==> src/rtl/lsu_mem_ctrl.sv <==
// Load/store sequencer between the core memory stage and a single data-memory port.
// It handles one request at a time, checks alignment and funct3, runs the memory handshake, and returns one response.
module lsu_mem_ctrl #(
  parameter int unsigned TIMEOUT_CYCLES = 255,
  parameter int unsigned CNT_W          = 8
) (
  input  logic        clk,
  input  logic        rst_n,
  input  logic        req_valid_i,
  output logic        req_ready_o,
  input  logic        req_we_i,
  input  logic [2:0]  req_funct3_i,
  input  logic [31:0] req_addr_i,
  input  logic [31:0] req_wdata_i,
  output logic        rsp_valid_o,
  output logic [31:0] rsp_rdata_o,
  output logic [1:0]  rsp_err_o,
  output logic        mem_req_valid_o,
  input  logic        mem_req_ready_i,
  output logic [31:0] mem_addr_o,
  output logic        mem_we_o,
  output logic [3:0]  mem_wstrb_o,
  output logic [31:0] mem_wdata_o,
  input  logic        mem_rsp_valid_i,
  input  logic [31:0] mem_rdata_i
);

  typedef enum logic [1:0] {
    S_IDLE     = 2'b00,
    S_ISSUE    = 2'b01,
    S_WAIT_RSP = 2'b10,
    S_RESP     = 2'b11
  } state_e;

  localparam logic [1:0] ERR_OK       = 2'b00;
  localparam logic [1:0] ERR_MISALIGN = 2'b01;
  localparam logic [1:0] ERR_TIMEOUT  = 2'b10;
  localparam logic [1:0] ERR_ILLEGAL  = 2'b11;

  // A timeout of zero disables the watchdog entirely.
  localparam logic             TIMEOUT_EN = (TIMEOUT_CYCLES != 0);
  localparam logic [CNT_W-1:0] CNT_LAST   =
    CNT_W'((TIMEOUT_CYCLES == 0) ? 0 : TIMEOUT_CYCLES - 1);

  function automatic logic funct3_legal(input logic we, input logic [2:0] f3);
    logic ok;
    case (f3)
      3'b000, 3'b001, 3'b010: ok = 1'b1;
      3'b100, 3'b101:         ok = ~we;
      default:                ok = 1'b0;
    endcase
    return ok;
  endfunction

  function automatic logic addr_aligned(input logic [2:0] f3, input logic [1:0] off);
    logic ok;
    case (f3[1:0])
      2'b01:   ok = ~off[0];
      2'b10:   ok = (off == 2'b00);
      default: ok = 1'b1;
    endcase
    return ok;
  endfunction

  function automatic logic [3:0] store_strb(input logic [2:0] f3, input logic [1:0] off);
    logic [3:0] strb;
    case (f3[1:0])
      2'b00:   strb = 4'b0001 << off;
      2'b01:   strb = 4'b0011 << {off[1], 1'b0};
      default: strb = 4'b1111;
    endcase
    return strb;
  endfunction

  function automatic logic [31:0] store_data(input logic [2:0] f3, input logic [1:0] off,
                                             input logic [31:0] wdata);
    logic [31:0] data;
    case (f3[1:0])
      2'b00:   data = wdata << {off, 3'b000};
      2'b01:   data = wdata << {off[1], 4'b0000};
      default: data = wdata;
    endcase
    return data;
  endfunction

  function automatic logic [31:0] load_extract(input logic [2:0] f3, input logic [1:0] off,
                                               input logic [31:0] rdata);
    logic [31:0] sh_b;
    logic [31:0] sh_h;
    logic [31:0] data;
    sh_b = rdata >> {off, 3'b000};
    sh_h = rdata >> {off[1], 4'b0000};
    case (f3)
      3'b000:  data = {{24{sh_b[7]}}, sh_b[7:0]};
      3'b001:  data = {{16{sh_h[15]}}, sh_h[15:0]};
      3'b100:  data = {24'h00_0000, sh_b[7:0]};
      3'b101:  data = {16'h0000, sh_h[15:0]};
      default: data = rdata;
    endcase
    return data;
  endfunction

  state_e             state_q;
  logic [CNT_W-1:0]   cnt_q;
  logic [2:0]         funct3_q;
  logic [1:0]         off_q;
  logic               rsp_valid_q;
  logic [31:0]        rsp_rdata_q;
  logic [1:0]         rsp_err_q;
  logic               mem_req_valid_q;
  logic [31:0]        mem_addr_q;
  logic               mem_we_q;
  logic [3:0]         mem_wstrb_q;
  logic [31:0]        mem_wdata_q;

  logic               req_legal_s;
  logic               req_aligned_s;
  logic               cnt_expired_s;
  logic [CNT_W-1:0]   cnt_d;

  // Request decode and watchdog expiry.
  always_comb begin
    req_legal_s   = funct3_legal(req_we_i, req_funct3_i);
    req_aligned_s = addr_aligned(req_funct3_i, req_addr_i[1:0]);
    cnt_expired_s = TIMEOUT_EN && (cnt_q == CNT_LAST);
    cnt_d         = cnt_q + CNT_W'(1);
  end

  // Sequencer FSM with registered memory-side and response outputs.
  always_ff @(posedge clk or negedge rst_n) begin
    if (!rst_n) begin
      state_q         <= S_IDLE;
      cnt_q           <= '0;
      funct3_q        <= 3'b000;
      off_q           <= 2'b00;
      rsp_valid_q     <= 1'b0;
      rsp_rdata_q     <= 32'h0000_0000;
      rsp_err_q       <= ERR_OK;
      mem_req_valid_q <= 1'b0;
      mem_addr_q      <= 32'h0000_0000;
      mem_we_q        <= 1'b0;
      mem_wstrb_q     <= 4'b0000;
      mem_wdata_q     <= 32'h0000_0000;
    end else begin
      rsp_valid_q <= 1'b0;
      case (state_q)
        S_IDLE: begin
          if (req_valid_i) begin
            funct3_q <= req_funct3_i;
            off_q    <= req_addr_i[1:0];
            if (!req_legal_s) begin
              state_q     <= S_RESP;
              rsp_valid_q <= 1'b1;
              rsp_err_q   <= ERR_ILLEGAL;
              rsp_rdata_q <= 32'h0000_0000;
            end else if (!req_aligned_s) begin
              state_q     <= S_RESP;
              rsp_valid_q <= 1'b1;
              rsp_err_q   <= ERR_MISALIGN;
              rsp_rdata_q <= 32'h0000_0000;
            end else begin
              state_q         <= S_ISSUE;
              cnt_q           <= '0;
              mem_req_valid_q <= 1'b1;
              mem_addr_q      <= {req_addr_i[31:2], 2'b00};
              mem_we_q        <= req_we_i;
              mem_wstrb_q     <= req_we_i ? store_strb(req_funct3_i, req_addr_i[1:0]) : 4'b0000;
              mem_wdata_q     <= req_we_i ? store_data(req_funct3_i, req_addr_i[1:0], req_wdata_i)
                                          : 32'h0000_0000;
            end
          end
        end
        S_ISSUE: begin
          if (mem_req_ready_i) begin
            mem_req_valid_q <= 1'b0;
            cnt_q           <= '0;
            if (mem_we_q) begin
              state_q     <= S_RESP;
              rsp_valid_q <= 1'b1;
              rsp_err_q   <= ERR_OK;
              rsp_rdata_q <= 32'h0000_0000;
            end else begin
              state_q <= S_WAIT_RSP;
            end
          end else if (cnt_expired_s) begin
            mem_req_valid_q <= 1'b0;
            state_q         <= S_RESP;
            rsp_valid_q     <= 1'b1;
            rsp_err_q       <= ERR_TIMEOUT;
            rsp_rdata_q     <= 32'h0000_0000;
          end else begin
            cnt_q <= cnt_d;
          end
        end
        S_WAIT_RSP: begin
          // A response in the same cycle as expiry still counts as a valid load.
          if (mem_rsp_valid_i) begin
            state_q     <= S_RESP;
            rsp_valid_q <= 1'b1;
            rsp_err_q   <= ERR_OK;
            rsp_rdata_q <= load_extract(funct3_q, off_q, mem_rdata_i);
          end else if (cnt_expired_s) begin
            state_q     <= S_RESP;
            rsp_valid_q <= 1'b1;
            rsp_err_q   <= ERR_TIMEOUT;
            rsp_rdata_q <= 32'h0000_0000;
          end else begin
            cnt_q <= cnt_d;
          end
        end
        S_RESP: begin
          state_q <= S_IDLE;
        end
        default: begin
          state_q <= S_IDLE;
        end
      endcase
    end
  end

  assign req_ready_o     = (state_q == S_IDLE);
  assign rsp_valid_o     = rsp_valid_q;
  assign rsp_rdata_o     = rsp_rdata_q;
  assign rsp_err_o       = rsp_err_q;
  assign mem_req_valid_o = mem_req_valid_q;
  assign mem_addr_o      = mem_addr_q;
  assign mem_we_o        = mem_we_q;
  assign mem_wstrb_o     = mem_wstrb_q;
  assign mem_wdata_o     = mem_wdata_q;

endmodule

==> config.mk <==
export PLATFORM = sky130hd
export DESIGN_NAME = lsu_mem_ctrl
export DESIGN_NICKNAME = d
export VERILOG_FILES = /design/src/rtl/lsu_mem_ctrl.sv
export SDC_FILE = /design/constraint.sdc
export NUM_CORES = 1
export LEC_CHECK = 0
export CAP_MARGIN = 5
export CORE_AREA = 3 3 116 118
export CTS_BUF_LIST = sky130_fd_sc_hd__clkbuf_4 sky130_fd_sc_hd__clkbuf_8
export DETAILED_ROUTE_END_ITERATION = 10
export DIE_AREA = 0 0 119 121
export PLACE_DENSITY_LB_ADDON = 0.3
export SYNTH_ARGS = -nofsm -noshare
export SYNTH_HDL_FRONTEND = slang
export SYNTH_SLANG_ARGS = --single-unit
==> constraint.sdc <==
create_clock -name clk -period 3.6 [get_ports clk]
set_input_delay 0.72 -clock clk [delete_from_list [all_inputs] [get_ports clk]]
set_output_delay 0.72 -clock clk [all_outputs]
set_load 0.01 [all_outputs]
### Word-level counts from Yosys, hierarchy flattened

Index checks and enable logic that the tools add are counted.
W data, S select, Z words.

* add/subtract/negate cells: 1
* equal/unequal tests: 20
* shift operators: 6
* multiplexer cells: 52
* reductions and logical operators: 14
* bitwise gates (word level): 2

Operator list (number)
* $mux W32: 8
* $pmux W32 S4: 1
* $pmux W32 S3: 1
* $pmux W32 S2: 1
* $shl A32 B5 Y32: 2
* $mux W8: 6
* $shr A32 B5 Y16: 1
* $shr A32 B5 Y8: 1
* $mux W2: 13
* $pmux W8 S3: 1
* $mux W1: 13
* $eq A3 B3 Y1 const B: 4
* $reduce_and A5 Y1: 2
* $ne A3 B3 Y1 const B: 3
* $add A8 B1 Y8 const B: 1
* $eq A8 B8 Y1 const B: 1
* $pmux W2 S4: 1
* $pmux W4 S2: 1
* $reduce_and A4 Y1: 2
* $eq A2 B2 Y1 const B: 3
* $eq A3 B1 Y1 const B: 2
* $logic_not A2 Y1: 3
* $logic_not A3 Y1: 2
* $pmux W1 S2: 3
* other kinds (15): 19

* input bits: 105
* word-level logic and storage cells: 107
* output and inout bits: 106
* register bits: 118

### Longest topological paths before layout

* word-level depth: 6
* mapped depth: 10
* gate-level depth less buffers: 7

### Worst setup path after synthesis

Ideal clock, no wire load.

* kind: input -> register
* start: input port req_funct3_i[0]
* end: register mem_addr_q[10], in the netlist mem_addr_o[10]
* cell stages on the path: 9
* buffers on the path: 3
* required time: 3475 ps
* data arrival time: 2390 ps
* setup slack: 1084 ps
* library setup time: 125 ps
* cells stage by stage: inv_1 ha_1 inv_1 o311a_1 buf_6 or3_1 buf_6 buf_12 mux2_4

* cells in the longest elaborated chain, start to end: 4
* elaborated cells on any way between the ends: 12
* those cells by class: 6 x eq/ne; 2 x mux; 4 x reduce/logical

RTL lines
* start, declared: line 12 `input logic [2:0] req_funct3_i,`
* $eq A3 B1 Y1 (tied with other cells): line 47 `case (f3)`
* $reduce_or A3 Y1 or $reduce_or A2 Y1 (tied branches): line 47
* $pmux W1 S2: line 47
* $reduce_and A4 Y1 (no line) *
* end signal, assigned: line 165 `mem_addr_q <= {req_addr_i[31:2], 2'b00};`
* end, declared: line 111 `logic [31:0] mem_addr_q;`

Mark *: on every way between the ends. The rest lies on a longest branch, timed or not.
A chain may end at the register's enable or synchronous reset.

### Final worst setup path

* start: input port req_funct3_i[1]
* end: register mem_wdata_q[19], in the netlist mem_wdata_o[19]

* cells in the longest elaborated chain, start to end: 4
* elaborated cells on any way between the ends: 15
* those cells by class: 6 x eq/ne; 4 x mux; 5 x reduce/logical

RTL lines
* $eq A3 B1 Y1 (tied with other cells): line 47
* $reduce_or A3 Y1 or $reduce_or A2 Y1 (tied branches): line 47
* $pmux W1 S2: line 47
* $reduce_and A4 Y1 (no line)
* end signal, assigned: line 168 `mem_wdata_q <= req_we_i ? store_data(req_funct3_i, req_addr_i[1:0], req_wdata_i)`
* end, declared: line 114 `logic [31:0] mem_wdata_q;`

Parallel ways exist; a longest one is shown, timed or not.

==> qor.csv <==
metric,value,unit
drc violations,0,
"slowest stage cell, crit path",or3_4,
total negative slack,0,ns
CTS H-Tree Depth,4,
Root Driver,clkbuf_8,
share of cells above drive strength 1,10.6,%
setup violation total in the final timing report,0,
Reg area,0.00295,mm2
drt wl/cell,18.2,um
CTS sink cnt,118,
Peak VDD IR,0.440,mV
antenna violations before repair,0,
hpwl dp,13500,um
worst-path maximum fanout,15,
critical path endpoint category,flip-flop,
HP Class,input pin to asynchronous set/reset pin,
vias per inst,5.74,
IO Pins,211,
Cell Rows,41,
Horiz. Die Dim,119,um
Ant. Diodes,0,
pin count of the biggest net entering global routing,68,
Crit Path Class,input pin to flip-flop,
cells after synthesis,611,
Post-CTS Hold Buffers,0,
"Req. time, crit path",3.97,ns
antenna-violating nets left,0,
RSZ-0062 raised after global routing,no,
Netlist Area Pre-Place,0.00627,mm2
Mean Syn Cell Area,10.3,um2
Die Y,121,um
min Tclk post-route,2.86,ns
slew of the pin with the lowest slew margin,0.971,ns
Pleak,3.86,nW
CP Buf/Inv Count,3,
Post-CTS Resized,0,
outcome,"complete, no violations",
number of fill cells,994,
period utilization,79.5,%
Crit path largest cell delay,0.48,ns
"Slew Viols, Final",0,
worst r2r dst,mem_wdata_o[19]$_DFFE_PN0P_,
"Setup Fix Bufs, Post-CTS",0,
vias,5682,
Clock transition at path regs,0.07,ns
startpoint types,input pin,
clk_skew,0.00727,ns
CP Data Arrival Time,3.23,ns
Routability Congestion,0.887,
Core Region,0.0126,mm2
dominant synthesized flop cell,dfrtp_1,
IO buf count,208,
r2r worst-path depth,7,
crit-path cells,"clkdlybuf4s50_1, inv_1, ha_1, a2bb2oi_1, nor2_1, or3_4, buf_4, nor2_2, a22o_1",
fin nets,923,
Fin Hold WS,0.311,ns
Routed WL,18100,um
power density over the cells,754,mW/mm2
starting density of the core,49.9,%
max_cap viols,0,
first-pass GRT wire length,28900,um
cts bufs inserted,17,
drt first-iter violations,359,
area of the multi-input gates,0.00300,mm2
Synth warnings,0,
grt total ovfl,0,
Pre-antenna DRT Iters,5,
Post-synth ARST share,100,%
GR Util All Layers,25.2,%
area of the die,0.0144,mm2
Area Growth Syn to Fin,40.3,%
family with the most delay on the worst path,simple AND/OR/NAND/NOR gates,
FF-to-FF Start,state_q[1]$_DFFE_PN0N_,
count of cell types in the netlist,57,
slew margin rel.,35.2,%
clk_lat worst skew,0.43,ns
"Seq/Total Area, Yosys",47.1,%
Max clock buf depth,2,
synthesized flop and latch total,118,
Post-synth EDFFs,0,
Achievable Freq,350,MHz
CTS tree,done,
vias in the first global route,5681,
Final Hold Fails,0,
R2R setup slack,1.01,ns
[worst max path at each step]
| stage | startpoint | to | slack (ns) | depth (start not counted) |
|---|---|---|---|---|
| floorplan | req_funct3_i[0] | mem_addr_o[10]$_DFFE_PN0P_ | 1.08 | 9 |
| global placement | req_funct3_i[1] | mem_wdata_o[22]$_DFFE_PN0P_ | 0.49 | 9 |
| detailed placement | req_funct3_i[1] | mem_wdata_o[20]$_DFFE_PN0P_ | 0.33 | 9 |
| CTS | req_funct3_i[1] | mem_wdata_o[19]$_DFFE_PN0P_ | 0.79 | 9 |
| global route | req_funct3_i[1] | mem_wdata_o[20]$_DFFE_PN0P_ | 0.66 | 9 |
| finish | req_funct3_i[1] | mem_wdata_o[19]$_DFFE_PN0P_ | 0.74 | 9 |
[area by class of cell]
type	instances	share of cell area, %
multi-input combinational	436	34.1
clock inverter	5	0.569
timing repair buffer	222	25.3
inverter	14	0.597
sequential	118	33.6
clock buffer	23	3.46
tap	172	2.45
[worst register-to-register path: cells and delay by family (launching register included)]
| family | cells | cell delay [ns] |
|---|---|---|
| AOI/OAI and AO/OA | 1 | 0.19 |
| adders and majority gates | 1 | 0.39 |
| buffers and inverters | 2 | 0.36 |
| DFF | 1 | 0.41 |
| and+or+nand+nor | 3 | 1.19 |
[cells in the final DEF, fill, tap and decap left out, types with 7 or more instances in the layout]
cell type,n
a22o_1,32
nor2b_1,7
buf_4,12
a31oi_1,9
nand3_1,11
dfrtp_1,118
nand2_1,66
mux2_4,31
clkdlybuf4s50_1,207
clkbuf_8,21
inv_1,14
ha_1,9
o22ai_1,8
o21ai_0,48
o22a_1,14
o31ai_1,20
o21a_1,8
a21oi_1,30
nand2b_1,25
nor2_1,30
a22oi_1,24
[per-layer routing]
layer	GRT usage (%)	up-vias	part of all wire, %
met4	9.63	0	2.4
met1	32.1	2764	41
met5	0	-	0
li1	-	2627	-
met2	40.9	255	49
met3	7.23	36	7.2
[cells in the mapped netlist, types with 9 or more instances]
master	count	area [um2]
a22o_1	32	280
dfrtp_1	118	2950
a21oi_1	30	150
nand2_1	66	248
o22a_1	14	123
mux2_4	31	465
a22oi_1	24	180
o31ai_1	20	150
a31oi_1	9	56.3
nand2b_1	25	156
ha_1	9	113
inv_1	14	52.6
o21ai_0	48	240
clkbuf_1	26	97.6
nand3_1	11	55.1
nor2_1	30	113
[sequential cells by signal (all words and copies together), names as in the netlist]
signal	cells
off_q	2
rsp_err_o	2
mem_wdata_o	32
mem_we_o	1
mem_wstrb_o	4
state_q	2
rsp_valid_o	1
rsp_rdata_o	32
mem_req_valid_o	1
funct3_q	3
mem_addr_o	30
cnt_q	8
[power by group]
part	leakage (nW)	switching [W]	internal, W
clock	0.190	0.000484	0.000613
sequential	1.54	0.000477	0.00187
combinational	2.14	0.00140	0.00178
[cell families after synthesis]
logic type	after synthesis	share of synthesized area, %
other cells	1	0.0598
buf+inv	58	5.19
fa+ha+maj	9	1.80
flops	118	47.1
compound gates	221	24.2
simple gates	165	12.6
mux	39	9.02
[through the flow]
| step | total power (W) | cells | util (%) | setup WS (ns) | area [um2] |
|---|---|---|---|---|---|
| floorplan | 0.00395 | 612 | - | 1.08 | 6270 |
| global placement | 0.00545 | 962 | 67.2 | 0.494 | 8440 |
| detailed placement | 0.00554 | 962 | 67.2 | 0.328 | 8440 |
| CTS | 0.00668 | 990 | 70.0 | 0.794 | 8800 |
| global route | 0.00706 | 990 | 70.0 | 0.658 | 8800 |
| finish | 0.00663 | 990 | 70.0 | 0.739 | 8800 |
(Power assumes the default switching activity.)
